File: config.mk
export PLATFORM = sky130hd
export DESIGN_NAME = tick_sweep_sequencer_flat
export DESIGN_NICKNAME = d
export VERILOG_FILES = /design/src/rtl/tick_sweep_sequencer_if.sv /design/src/rtl/tick_sweep_sequencer.sv /design/src/flat_wrapper.sv
export SDC_FILE = /design/constraint.sdc
export NUM_CORES = 1
export LEC_CHECK = 0
export ABC_CLOCK_PERIOD_IN_PS = 3800
export BUFFER_PORTS_ARGS = -buffer_cell sky130_fd_sc_hd__buf_2
export CAP_MARGIN = 0
export CORE_UTILIZATION = 61
export CTS_BUF_LIST = sky130_fd_sc_hd__clkbuf_4
export CTS_CLUSTER_SIZE = 30
export DETAILED_ROUTE_END_ITERATION = 7
export HOLD_SLACK_MARGIN = 0.03
export MAX_ROUTING_LAYER = met4
export PLACE_DENSITY_LB_ADDON = 0.05
export SLEW_MARGIN = 0
export SYNTH_ARGS = -nofsm -noshare
export SYNTH_HDL_FRONTEND = slang
export SYNTH_SLANG_ARGS = --single-unit
File: constraint.sdc
create_clock -name newLocClock -period 3.8 [get_ports newLocClock]
set_input_delay 0.95 -clock newLocClock [delete_from_list [all_inputs] [get_ports newLocClock]]
set_output_delay 0.95 -clock newLocClock [all_outputs]
set_load 0.1 [all_outputs]
File: src/rtl/tick_sweep_sequencer_if.sv
// Environment write-port bundle produced by tick_sweep_sequencer: cell coordinate,
// commit strobe, location-freeze request and sweep status.
interface tick_sweep_sequencer_if #(
  parameter int X_bits   = 8,
  parameter int Y_bits   = 7,
  parameter int CNT_bits = 16
);
  logic [X_bits-1:0]   writeLoc_x;
  logic [Y_bits-1:0]   writeLoc_y;
  logic                write_flag;
  logic                hold_locs;
  logic                sweep_busy;
  logic                frame_done;
  logic                tick_overrun;
  logic [CNT_bits-1:0] sweep_count;

  modport master (
    output writeLoc_x, writeLoc_y, write_flag, hold_locs,
           sweep_busy, frame_done, tick_overrun, sweep_count
  );

  modport slave (
    input  writeLoc_x, writeLoc_y, write_flag, hold_locs,
           sweep_busy, frame_done, tick_overrun, sweep_count
  );
endinterface

File: src/rtl/tick_sweep_sequencer.sv
// Per-game-tick grid sweep sequencer: fetch/commit pair per cell, raster order by default,
// boustrophedon order when SWEEP_SERPENTINE_EN is defined.
module tick_sweep_sequencer #(
  parameter int X_bits   = 8,
  parameter int Y_bits   = 7,
  parameter int X_MAX    = 159,
  parameter int Y_MAX    = 119,
  parameter int CNT_bits = 16
) (
  input  logic                   newLocClock,
  input  logic                   RESET_SIM_N,
  input  logic                   RUN,
  input  logic                   game_tick,
  input  logic                   KEY_PAUSE,
  tick_sweep_sequencer_if.master wr
);

  typedef enum logic [2:0] {
    IDLE   = 3'd0,
    ARM    = 3'd1,
    FETCH  = 3'd2,
    COMMIT = 3'd3,
    DONE   = 3'd4
  } state_t;

  localparam logic [X_bits-1:0]   X_ZERO  = {X_bits{1'b0}};
  localparam logic [X_bits-1:0]   X_ONE   = {{(X_bits-1){1'b0}}, 1'b1};
  localparam logic [X_bits-1:0]   X_LAST  = X_MAX[X_bits-1:0];
  localparam logic [Y_bits-1:0]   Y_ZERO  = {Y_bits{1'b0}};
  localparam logic [Y_bits-1:0]   Y_ONE   = {{(Y_bits-1){1'b0}}, 1'b1};
  localparam logic [Y_bits-1:0]   Y_LAST  = Y_MAX[Y_bits-1:0];
  localparam logic [CNT_bits-1:0] CNT_ONE = {{(CNT_bits-1){1'b0}}, 1'b1};
`ifdef SWEEP_SERPENTINE_EN
  localparam logic [X_bits-1:0]   X_END   = ((Y_MAX % 2) == 1) ? X_ZERO : X_LAST;
`endif

  state_t              state_r, state_s;
  logic [X_bits-1:0]   x_r, x_s, x_next_s;
  logic [Y_bits-1:0]   y_r, y_s, y_next_s;
  logic                last_cell_s;
  logic                pause_meta_r, pause_sync_r, paused_s;
  logic                game_tick_smp_r, game_tick_q_r, tick_rise_s;
  logic                write_flag_r, hold_locs_r, busy_r, frame_done_r, overrun_r;
  logic [CNT_bits-1:0] count_r;

  assign paused_s    = ~pause_sync_r;
  // game_tick is sampled once so the rise is seen in the cycle after the sampling edge
  assign tick_rise_s = game_tick_smp_r & ~game_tick_q_r;

  // Pause synchronizer and game-tick edge detector
  always_ff @(posedge newLocClock or negedge RESET_SIM_N) begin
    if (!RESET_SIM_N) begin
      pause_meta_r    <= 1'b1;
      pause_sync_r    <= 1'b1;
      game_tick_smp_r <= 1'b0;
      game_tick_q_r   <= 1'b0;
    end else begin
      pause_meta_r    <= KEY_PAUSE;
      pause_sync_r    <= pause_meta_r;
      game_tick_smp_r <= game_tick;
      game_tick_q_r   <= game_tick_smp_r;
    end
  end

  // Successor of the current cell in scan order and end-of-sweep detection
  always_comb begin
    x_next_s    = x_r;
    y_next_s    = y_r;
    last_cell_s = 1'b0;
`ifdef SWEEP_SERPENTINE_EN
    if (y_r[0] == 1'b0) begin
      if (x_r == X_LAST) begin
        y_next_s = y_r + Y_ONE;
      end else begin
        x_next_s = x_r + X_ONE;
      end
    end else begin
      if (x_r == X_ZERO) begin
        y_next_s = y_r + Y_ONE;
      end else begin
        x_next_s = x_r - X_ONE;
      end
    end
    last_cell_s = (y_r == Y_LAST) && (x_r == X_END);
`else
    if (x_r == X_LAST) begin
      x_next_s = X_ZERO;
      y_next_s = y_r + Y_ONE;
    end else begin
      x_next_s = x_r + X_ONE;
    end
    last_cell_s = (y_r == Y_LAST) && (x_r == X_LAST);
`endif
  end

  // Next-state and next-coordinate decode; RUN and pause only act between cells
  always_comb begin
    state_s = state_r;
    x_s     = x_r;
    y_s     = y_r;
    case (state_r)
      IDLE: begin
        if (RUN) begin
          state_s = ARM;
        end else begin
          state_s = IDLE;
        end
      end
      ARM: begin
        if (!RUN) begin
          state_s = IDLE;
        end else if (tick_rise_s) begin
          state_s = FETCH;
          x_s     = X_ZERO;
          y_s     = Y_ZERO;
        end else begin
          state_s = ARM;
        end
      end
      FETCH: begin
        if (paused_s) begin
          state_s = FETCH;
        end else begin
          state_s = COMMIT;
        end
      end
      COMMIT: begin
        if (last_cell_s) begin
          state_s = DONE;
          x_s     = X_ZERO;
          y_s     = Y_ZERO;
        end else if (!RUN) begin
          state_s = IDLE;
          x_s     = X_ZERO;
          y_s     = Y_ZERO;
        end else begin
          state_s = FETCH;
          x_s     = x_next_s;
          y_s     = y_next_s;
        end
      end
      DONE: begin
        x_s = X_ZERO;
        y_s = Y_ZERO;
        if (RUN) begin
          state_s = ARM;
        end else begin
          state_s = IDLE;
        end
      end
      default: begin
        state_s = IDLE;
        x_s     = X_ZERO;
        y_s     = Y_ZERO;
      end
    endcase
  end

  // State and coordinate registers
  always_ff @(posedge newLocClock or negedge RESET_SIM_N) begin
    if (!RESET_SIM_N) begin
      state_r <= IDLE;
      x_r     <= X_ZERO;
      y_r     <= Y_ZERO;
    end else begin
      state_r <= state_s;
      x_r     <= x_s;
      y_r     <= y_s;
    end
  end

  // Registered outputs decoded from the upcoming state, plus sticky overrun and sweep counter
  always_ff @(posedge newLocClock or negedge RESET_SIM_N) begin
    if (!RESET_SIM_N) begin
      write_flag_r <= 1'b0;
      hold_locs_r  <= 1'b1;
      busy_r       <= 1'b0;
      frame_done_r <= 1'b0;
      overrun_r    <= 1'b0;
      count_r      <= {CNT_bits{1'b0}};
    end else begin
      write_flag_r <= (state_s == COMMIT);
      busy_r       <= (state_s == FETCH) || (state_s == COMMIT);
      hold_locs_r  <= !((state_s == FETCH) || (state_s == COMMIT));
      frame_done_r <= (state_s == DONE);
      if (state_s == DONE) begin
        count_r <= count_r + CNT_ONE;
      end else begin
        count_r <= count_r;
      end
      if (tick_rise_s && ((state_r == FETCH) || (state_r == COMMIT) || (state_r == DONE))) begin
        overrun_r <= 1'b1;
      end else begin
        overrun_r <= overrun_r;
      end
    end
  end

  assign wr.writeLoc_x   = x_r;
  assign wr.writeLoc_y   = y_r;
  assign wr.write_flag   = write_flag_r;
  assign wr.hold_locs    = hold_locs_r;
  assign wr.sweep_busy   = busy_r;
  assign wr.frame_done   = frame_done_r;
  assign wr.tick_overrun = overrun_r;
  assign wr.sweep_count  = count_r;

endmodule

File: src/flat_wrapper.sv
// flat-port wrapper written by rule: the top's interface ports become plain ports
module tick_sweep_sequencer_flat 
#(
  parameter int X_bits   = 8,
  parameter int Y_bits   = 7,
  parameter int X_MAX    = 159,
  parameter int Y_MAX    = 119,
  parameter int CNT_bits = 16
)
  (newLocClock, RESET_SIM_N, RUN, game_tick, KEY_PAUSE, wr_writeLoc_x, wr_writeLoc_y, wr_write_flag, wr_hold_locs, wr_sweep_busy, wr_frame_done, wr_tick_overrun, wr_sweep_count);
  tick_sweep_sequencer_if #(.X_bits(X_bits), .Y_bits(Y_bits), .CNT_bits(CNT_bits)) wr_i ();
  input  logic newLocClock;
  input  logic RESET_SIM_N;
  input  logic RUN;
  input  logic game_tick;
  input  logic KEY_PAUSE;
  output wire logic [$bits(wr_i.writeLoc_x)-1:0] wr_writeLoc_x;
  output wire logic [$bits(wr_i.writeLoc_y)-1:0] wr_writeLoc_y;
  output wire logic [$bits(wr_i.write_flag)-1:0] wr_write_flag;
  output wire logic [$bits(wr_i.hold_locs)-1:0] wr_hold_locs;
  output wire logic [$bits(wr_i.sweep_busy)-1:0] wr_sweep_busy;
  output wire logic [$bits(wr_i.frame_done)-1:0] wr_frame_done;
  output wire logic [$bits(wr_i.tick_overrun)-1:0] wr_tick_overrun;
  output wire logic [$bits(wr_i.sweep_count)-1:0] wr_sweep_count;
  assign wr_writeLoc_x = wr_i.writeLoc_x;
  assign wr_writeLoc_y = wr_i.writeLoc_y;
  assign wr_write_flag = wr_i.write_flag;
  assign wr_hold_locs = wr_i.hold_locs;
  assign wr_sweep_busy = wr_i.sweep_busy;
  assign wr_frame_done = wr_i.frame_done;
  assign wr_tick_overrun = wr_i.tick_overrun;
  assign wr_sweep_count = wr_i.sweep_count;
  tick_sweep_sequencer #(.X_bits(X_bits), .Y_bits(Y_bits), .X_MAX(X_MAX), .Y_MAX(Y_MAX), .CNT_bits(CNT_bits)) u_core (.newLocClock(newLocClock), .RESET_SIM_N(RESET_SIM_N), .RUN(RUN), .game_tick(game_tick), .KEY_PAUSE(KEY_PAUSE), .wr(wr_i));
endmodule
* Word level (Yosys, flattened, before mapping)
Index checks and enable logic that the tools add are counted.
** Storage, ports and cells
- Logic and storage cells :: 61
- RAM bits :: 0
- Bits in registers :: 43
- Memories :: 0
- Bits of input ports :: 5
- Bits in latches :: 0
- Memory bits (read-only) :: 0
** Cells by class
- Reductions and logical operators :: 11
- Shifts and indexed selects :: 0
- Magnitude comparators :: 0
- Multipliers :: 0
- Eq/ne operators :: 12
- Add/subtract/negate cells :: 3
- Multiplexer cells :: 19
- Divide/modulo/power cells :: 0
- Bitwise operators :: 3
** Operators with widths (number)
- 2-to-1 mux 8 bit :: 5
- 2-to-1 mux 7 bit :: 5
- one-hot mux 8 bit (3 select lines) :: 1
- one-hot mux 7 bit (3 select lines) :: 1
- adder 16 x 1 -> 16 bit, second input constant :: 1
- == test 3 x 2 -> 1 bit, second input constant :: 4
- one-hot mux 3 bit (4 select lines) :: 1
- adder 8 x 1 -> 8 bit, second input constant :: 1
- == test 8 bit, second input constant :: 1
- adder 7 x 1 -> 7 bit, second input constant :: 1
- == test 7 bit, second input constant :: 1
- == test 3 bit, second input constant :: 2
- 2-to-1 mux 3 bit :: 2
- 2-to-1 mux 2 bit :: 2
- inequality test 4 x 2 -> 1 bit, second input constant :: 1
- AND reduction 4 bit :: 1
- OR reduction 2 bit :: 2
- == test 3 x 1 -> 1 bit, second input constant :: 1
- logical NOT 3 bit :: 1
- logical OR 1 bit :: 3
- AND reduction 3 bit :: 1
- logical AND 1 bit :: 2
- 2-to-1 mux 1 bit :: 2
- inequality test 2 x 1 -> 1 bit, second input constant :: 1
- 4 further kinds :: 5

* Longest topological paths before layout
Gate-level depths: netlist (run 1).
- Depth after elaboration :: 8
- Gate-level depth with buffers :: 7
- Mapped depth without buffers :: 5

* Least setup slack after synthesis (run 1)
OpenSTA, ideal clock, no wires.
- Path type :: reg2reg
- Start :: register u_core.x_r[0] (netlist: u_core.wr.writeLoc_x[0])
- End :: register u_core.y_r[0] (netlist: u_core.wr.writeLoc_y[0])
- Arrival time :: 2.372 ns
- Data required time :: 3.674 ns
- Stages on the path, launching flop included :: 6
- Path slack :: 1.303 ns
- Cell sequence :: dfrtp_1 > ha_1 > nand3_1 > nor4_1 > nor3_1 > mux2_2
** On the way
- Word-level cells in the longest chain between the ends :: 4
** Ends and longest elaborated chain
- start: declaration :: RTL line tick_sweep_sequencer.sv:38 : logic [X_bits-1:0] x_r, x_s, x_next_s;
- start signal: assignment :: RTL line tick_sweep_sequencer.sv:167 : x_r <= x_s;
- == test 8 bit (*) :: RTL line tick_sweep_sequencer.sv:86, tick_sweep_sequencer.sv:92
- logical AND 1 bit :: RTL line tick_sweep_sequencer.sv:92 : last_cell_s = (y_r == Y_LAST) && (x_r == X_LAST);
- inequality test 4 x 2 -> 1 bit (no line) or 2-to-1 mux 7 bit (tied branches)
- AND reduction 4 bit (no line) or one-hot mux 7 bit (3 select lines) (tied branches)
- end signal: assignment :: RTL line tick_sweep_sequencer.sv:168 : y_r <= y_s;
- end: declaration :: RTL line tick_sweep_sequencer.sv:39 : logic [Y_bits-1:0] y_r, y_s, y_next_s;
Every way passes the cells marked *; elsewhere a longest branch is shown, timed or not.
A chain may end at the register's enable or synchronous reset.

* Final worst setup path (run 1)
- Start :: register u_core.x_r[4] (netlist: u_core.wr.writeLoc_x[4])
- End :: output port wr_writeLoc_x[4]
** RTL lines
- end: declaration :: RTL line flat_wrapper.sv:17 : output wire logic [$bits(wr_i.writeLoc_x)-1:0] wr_writeLoc_x;
No word-level cell between the ends.

==> results of run 1 <==
## through the flow
step / cell area (um2) / std cells / total power, mW
detailed placement: 2258 / 261 / 0.8830
global route: 2335 / 269 / 1.203
global placement: 2258 / 261 / 0.8742
CTS: 2335 / 269 / 1.164
floorplan: 2043 / 183 / 0.8319
finish: 2335 / 269 / 1.157
## layer usage
metal	global-route usage, %	up-vias	wire length, um
li1	-	757	-
met1	33.14	787	1832
met2	41.59	79	2037
met3	4.545	15	242
met4	11.30	0	104
met5	-	-	0
## kinds of logic after synthesis
logic type | Yosys count | share of synthesized area [%]
AOI/OAI and AO/OA | 34 | 10.78
and+or+nand+nor | 74 | 22.66
buffers and inverters | 8 | 2.511
adders and majority gates | 3 | 1.837
DFF | 43 | 52.85
muxes | 3 | 1.653
xor gates and xnor gates | 18 | 7.716
## layout make-up
| class | count | area [um2] |
|---|---|---|
| sequential | 43 | 1080 |
| multi-input combinational | 132 | 912.1 |
| fill | 256 | 768.2 |
| timing repair buffer | 41 | 207.7 |
| tap | 44 | 55.05 |
| clock inverter | 3 | 38.79 |
| clock buffer | 5 | 37.54 |
| inverter | 1 | 3.754 |
## where the power goes
| group | switching, mW | internal [mW] | leakage, nW |
|---|---|---|---|
| Sequential | 0.0415 | 0.496 | 0.577 |
| Combinational | 0.277 | 0.0607 | 0.500 |
| Clock | 0.146 | 0.135 | 0.0426 |
## cell usage after synthesis, types with 2 or more instances
cell,number,area (um2)
a21o_1,2,15.01
a21oi_1,8,40.04
a21oi_2,2,17.52
a31oi_1,2,12.51
and2_1,4,25.02
and3_1,4,25.02
and4_1,2,17.52
buf_2,2,10.01
buf_6,2,22.52
clkbuf_1,2,7.510
dfrtp_1,40,1001
dfstp_2,3,78.83
ha_1,3,37.54
mux2_2,3,33.78
nand2_1,9,33.78
nand3_1,13,65.06
nand3b_1,3,22.52
nand4_1,9,56.30
nor2_1,9,33.78
nor2b_1,3,18.77
nor3_1,3,15.01
o21ai_0,6,30.03
o22ai_1,2,12.51
o31ai_1,7,52.55
or4_1,6,45.04
xnor2_1,17,148.9
## worst max-delay path by stage
| stage | to | depth (start not counted) |
|---|---|---|
| after floorplan | u_core.wr.writeLoc_y[0] | 5 |
| after global placement | u_core.wr.writeLoc_y[0] | 5 |
| after detailed placement | u_core.wr.writeLoc_y[0] | 5 |
| after CTS | wr_writeLoc_x[4] | 1 |
| after global routing | u_core.wr.writeLoc_x[1] | 5 |
| final | wr_writeLoc_x[4] | 1 |
## state kept, by name, summed over array words and instances (netlist names)
| register | count |
|---|---|
| u_core.wr.writeLoc_x | 8 |
| u_core.wr.sweep_count | 16 |
| u_core.pause_meta_r | 1 |
| u_core.wr.frame_done | 1 |
| u_core.game_tick_smp_r | 1 |
| u_core.wr.sweep_busy | 1 |
| u_core.wr.write_flag | 1 |
| u_core.wr.hold_locs | 1 |
| u_core.pause_sync_r | 1 |
| u_core.game_tick_q_r | 1 |
| u_core.wr.writeLoc_y | 7 |
| u_core.wr.tick_overrun | 1 |
| u_core.state_r | 3 |
==> summary.md, run 1 <==
| Metric | Value |
|---|---|
| Status | `finished, final reports clean` |
| Largest net degree at the start of global routing | `between 40 and 50` |
| First-pass GRT wire length | `6693 um` |
| HP Class | `flop to flop` |
| Min-delay src | `u_core.pause_meta_r` |
| WP data required | `2.85 ns` |
| Worst path bufs/invs | `1` |
| GRT Total Usage | `26.24%` |
| GRT overflow | `0` |
| Arrival time of the worst setup path | `1.35 ns` |
| Final min period | `2.299 ns` |
| Core area | `0.003103 mm2` |
| Critical-path top delay cell | `dfrtp_1` |
| Max-cap violations | `0` |
| Final WL | `4217 um` |
| Number of global-route vias before repair | `between 1000 and 1500` |
| Final hold viol count | `0` |
| Ys async rst share | `100.0%` |
| Max Buffers Root-to-Sink | `2` |
| Post-synthesis cell type count | `between 40 and 50` |
| Lkg Pwr | `1.120 nW` |
| DP Worst Slack | `1.338 ns` |
| Setup violations, final | `0` |
| Peak supply drop | `roughly 0.32 mV` |
| Final Max Slew Viols | `0` |
| Skew final | `0.006358 ns` |
| Layout Area Growth over Synthesis | `14.27%` |
| Input/output buffers | `40` |
| Worst path top cell family by delay | `flip-flops` |
| Worst Setup Path Type | `flop to primary output` |
| Worst setup margin | `1.501 ns` |
| Die Area | `between 0.003 and 0.004 mm2` |
| Post_cts resized | `0` |
| Worst-margin pin slew | `0.9130 ns` |
| Skew-Pair Late Insertion Delay | `0.35 ns` |
| Routed Antenna Nets | `0` |
| Crit-path max FO | `7` |
| Number of diodes | `0` |
| Hold buffer count at CTS | `0` |
| FF-to-FF setup slack | `1.54 ns` |
| Mapped Nets | `191` |
| Worst setup EP type | `primary output` |
| Worst path max stage delay | `between 0.5 and 0.6 ns` |
| Setup TNS | `0 ns` |
| Die Height | `59.88 um` |
| Worst r2r dst | `u_core.wr.writeLoc_y[1]` |
| Post-DR vias/cell | `just over 6` |
| Hold path endpoint | `u_core.pause_sync_r` |
| Final period utilization | `60.51%` |
| Post-DP HPWL | `2915 um` |
| Slew HR | `39.13%` |
| Proportion of layout cells with a drive suffix above 1 | `27.56%` |
| Synthesized cell area | `between 0.002 and 0.0025 mm2` |
| Seq/Total Area, Yosys | `a little over half` |
| Pre-antenna DRT Iters | `4` |
| Hold path depth | `0` |
| Post-Syn Instances | `183` |
| Prevailing post-synth register cell | `dfrtp_1` |
| Initial antenna violation count | `0` |
| Ys Warns | `0` |
| Register bit total from synthesis | `43` |
| DIE WIDTH | `~60 um` |
| Worst reg2reg path depth | `5` |
| Average cell area after synthesis | `11.17 um2` |
| Vias | `1638` |
| Crit-path cells | `buf_2` |
| Gpl congestion | `0.9108` |
| Worst R2R Start | `u_core.wr.writeLoc_x[0]` |
| H-tree Lvls | `2` |
| Power per cell area | `495.7 mW/mm2` |
| Initial core utilization | `65.85%` |
| DRC Markers | `0` |
| Post-CTS Setup Inserts | `0` |
| CTS Buf Count | `5` |
| Sink Count | `43` |
| FP Rows | `20` |
| Post-layout net count | `232` |
| Most frequent cells in the layout | `buf_2 (40), dfrtp_1 (40), xnor2_1 (17)` |
| RSZ-0062 raised after global routing | `no` |
| # IOs | `41` |
| DR iter-0 viols | `130` |
| CTS tree | `built` |
| Fmax | `0.4349 GHz` |
| Startpoint types | `flop` |
| Finished Core Util | `75.24%` |
| Critical Path Source | `u_core.wr.writeLoc_x[4]` |
| Number of synthesized flops with an enable pin | `0` |
| WHS | `between 0.3 and 0.4 ns` |
| Clock Pin Slew Worst Setup and Hold Paths | `approximately 0.12 ns` |
| WL per Instance | `15.68 um` |
| Clock root buffer | `clkbuf_4` |
(Power assumes the default switching activity.)
==> inputs of run 2 (changes only) <==
- ABC_AREA: not set -> 1
- ABC_CLOCK_PERIOD_IN_PS: 3800 -> 2350
- CORE_UTILIZATION: 61 -> 58
- clock period: 3.8 -> 2.35 ns (I/O delays scaled with it)
==> summary.md, run 2 <==
| Metric | Value |
|---|---|
| Skew final | `between 0.015 and 0.02 ns` |
| Die Area | `approximately 0.0045 mm2` |
| Proportion of layout cells with a drive suffix above 1 | `24.11%` |
| Final min period | `between 1.5 and 2 ns` |
| Synth cell count leaders | `nand2_1 (109), dfrtp_1 (40), nor2_1 (33), inv_1 (30), nand3_1 (25)` |
| Worst-margin pin slew | `0.4866 ns` |
| Layout Area Growth over Synthesis | `13.28%` |
| Arrival time of the worst setup path | `1.37 ns` |
| Gpl congestion | `0.8924` |
| Largest cells by area after synthesis | `dfrtp_1 (41%), nand2_1 (17%), nand3_1 (5.1%)` |
| Max-cap violations | `0` |
| CTS Buf Count | `5` |
| Post-synthesis cell type count | `32` |
| Number of diodes | `0` |
| HP Class | `primary input to asynchronous set/reset pin` |
| Post-layout net count | `roughly 370` |
| Cell total after placement | `407` |
| Vias | `about 2100` |
| CTS tree | `built` |
| Final Max Slew Viols | `0` |
| Worst r2r dst | `u_core.wr.sweep_count[8]` |
| WP data required | `1.76 ns` |
| Post-Syn Instances | `320` |
| GRT Total Usage | `26.50%` |
| Footprint of the multi-input gates | `0.001196 mm2` |
| Biggest area consumer among synthesized cells | `dfrtp_1` |
| Startpoint types | `flop` |
| Most frequent cells in the layout | `nand2_1 (109), buf_2 (40), dfrtp_1 (39)` |
| Setup violations, final | `0` |
| Leading cell type in the layout, fill and taps excluded | `nand2_1` |
| Ys async rst share | `100.0%` |
| Ys Warns | `0` |
| # IOs | `41` |
| Peak supply drop | `between 0.5 and 0.6 mV` |
| Sink Count | `43` |
| Slew HR | `67.78%` |
| Final WL | `5026 um` |
| Seq/Total Area, Yosys | `43.92%` |
| WL per Instance | `between 10 and 15 um` |
| Final std cells w/o fill | `415` |
| Post-CTS Setup Inserts | `0` |
| Fmax | `0.5105 GHz` |
| Worst Setup Path Type | `flop to primary output` |
| Power Total | `2.229 mW` |
| Pre-antenna DRT Iters | `4` |
| Power per cell area | `~800 mW/mm2` |
| Core area | `0.004029 mm2` |
| Skew-Pair Late Insertion Delay | `0.37 ns` |
| Largest net degree at the start of global routing | `44` |
| GRT overflow | `0` |
| Top-count cell post-synth | `nand2_1` |
| Hold buffer count at CTS | `0` |
| Clock root buffer | `clkbuf_4` |
| Worst setup EP type | `primary output` |
| Number of synthesized flops with an enable pin | `0` |
| Final hold viol count | `0` |
| Lkg Pwr | `1.543 nW` |
| First-pass GRT wire length | `approximately 8600 um` |
| Initial antenna violation count | `0` |
| FF-to-FF setup slack | `0.56 ns` |
| Post_cts resized | `0` |
| Worst path max stage delay | `0.52 ns` |
| Flip-flop count of the largest register after layout | `16` |
| Register bit total from synthesis | `43` |
| Final period utilization | `83.35%` |
| Average cell area after synthesis | `7.683 um2` |
| H-tree Lvls | `2` |
| RSZ-0062 raised after global routing | `no` |
| Post-DR vias/cell | `5.089` |
| Layout fillers | `between 300 and 400` |
| WHS | `~0.16 ns` |
| Routed Antenna Nets | `0` |
| Post-DP HPWL | `3630 um` |
| FP Rows | `23` |
| Worst path top cell family by delay | `flip-flops` |
| Die Height | `67.11 um` |
| Initial core utilization | `61.02%` |
| Storage element area | `about 0.0011 mm2` |
| Crit-path max FO | `8` |
| Crit-path cells | `buf_2` |
| DR iter-0 viols | `136` |
| Synth top area share | `40.71%` |
| Mapped Nets | `about 330` |
| Input/output buffers | `40` |
| Synthesized cell area | `0.002459 mm2` |
| Number of global-route vias before repair | `2005` |
| Prevailing post-synth register cell | `dfrtp_1` |
| Max Buffers Root-to-Sink | `2` |
| Worst reg2reg path depth | `9` |
| Worst R2R Start | `u_core.wr.writeLoc_y[0]` |
| Critical-path top delay cell | `dfrtp_1` |
| DIE WIDTH | `between 60 and 70 um` |
| Worst path bufs/invs | `1` |
| Clock Pin Slew Worst Setup and Hold Paths | `between 0.1 and 0.15 ns` |
| Setup TNS | `0 ns` |
| Status | `finished, final reports clean` |
| DRC Markers | `0` |
## run 2: cell count changes after synthesis, moves of 6 or more
cell,change
nand2_1,+100
inv_1,+29
nor2_1,+24
xnor2_1,-14
nand2_2,+12
nand3_1,+12
inv_2,+8
a21oi_1,-7
o31ai_1,-7
or4_1,-6
## run 2: cell type report
type | instances | area share (%)
Clock inverter | 1 | 1.078
Tap cell | 50 | 2.246
Timing Repair Buffer | 41 | 7.907
Sequential cell | 43 | 38.81
Inverter | 38 | 5.121
Clock buffer | 7 | 1.887
Multi-Input combinational cell | 235 | 42.95
## run 2: worst max-delay path by stage
stage                                        from                  endpoint  slack (ns)  cells past startpoint
final                     u_core.wr.writeLoc_y[2]          wr_writeLoc_y[2]        0.39                      1
after global routing       u_core.game_tick_smp_r   u_core.wr.writeLoc_y[3]        0.32                     10
after CTS                 u_core.wr.writeLoc_y[2]          wr_writeLoc_y[2]        0.39                      1
after detailed placement                      RUN   u_core.wr.writeLoc_y[3]        0.41                      9
after global placement                        RUN   u_core.wr.writeLoc_y[6]        0.47                      8
after floorplan           u_core.wr.writeLoc_y[1]  u_core.wr.sweep_count[9]       0.003                      9
## run 2: kinds of logic after synthesis
| logic type | Yosys count | share of synthesized area [%] |
|---|---|---|
| xor gates and xnor gates | 9 | 3.512 |
| and+or+nand+nor | 206 | 39.69 |
| buffers and inverters | 42 | 7.430 |
| adders and majority gates | 3 | 1.527 |
| AOI/OAI and AO/OA | 17 | 3.919 |
| DFF | 43 | 43.92 |
## run 2: stage by stage
| step | utilization [%] | setup slack [ns] | cell area (um2) |
|---|---|---|---|
| detailed placement | 67.08 | 0.4113 | 2703 |
| floorplan | - | 0.002691 | 2460 |
| global placement | 67.08 | 0.4711 | 2703 |
| global route | 69.13 | 0.3217 | 2785 |
| CTS | 69.13 | 0.3917 | 2785 |
| finish | 69.13 | 0.3913 | 2785 |
## run 2: metal layers
| metal | up-vias | global-route usage [%] | share of wire (%) |
|---|---|---|---|
| met5 | - | - | 0 |
| met4 | 0 | 10.90 | 1.6 |
| met3 | 7 | 5.308 | 4.4 |
| met2 | 49 | 43.88 | 50 |
| met1 | 965 | 31.26 | 44 |
| li1 | 1091 | - | - |
## run 2: report_power, final
part           internal, mW  leakage [nW]  switching (mW)  total [mW]
registers             0.827         0.573          0.0703       0.897
logic                 0.127         0.924           0.712       0.839
clock network         0.249        0.0463           0.244       0.493
total                  1.20          1.54            1.03        2.23
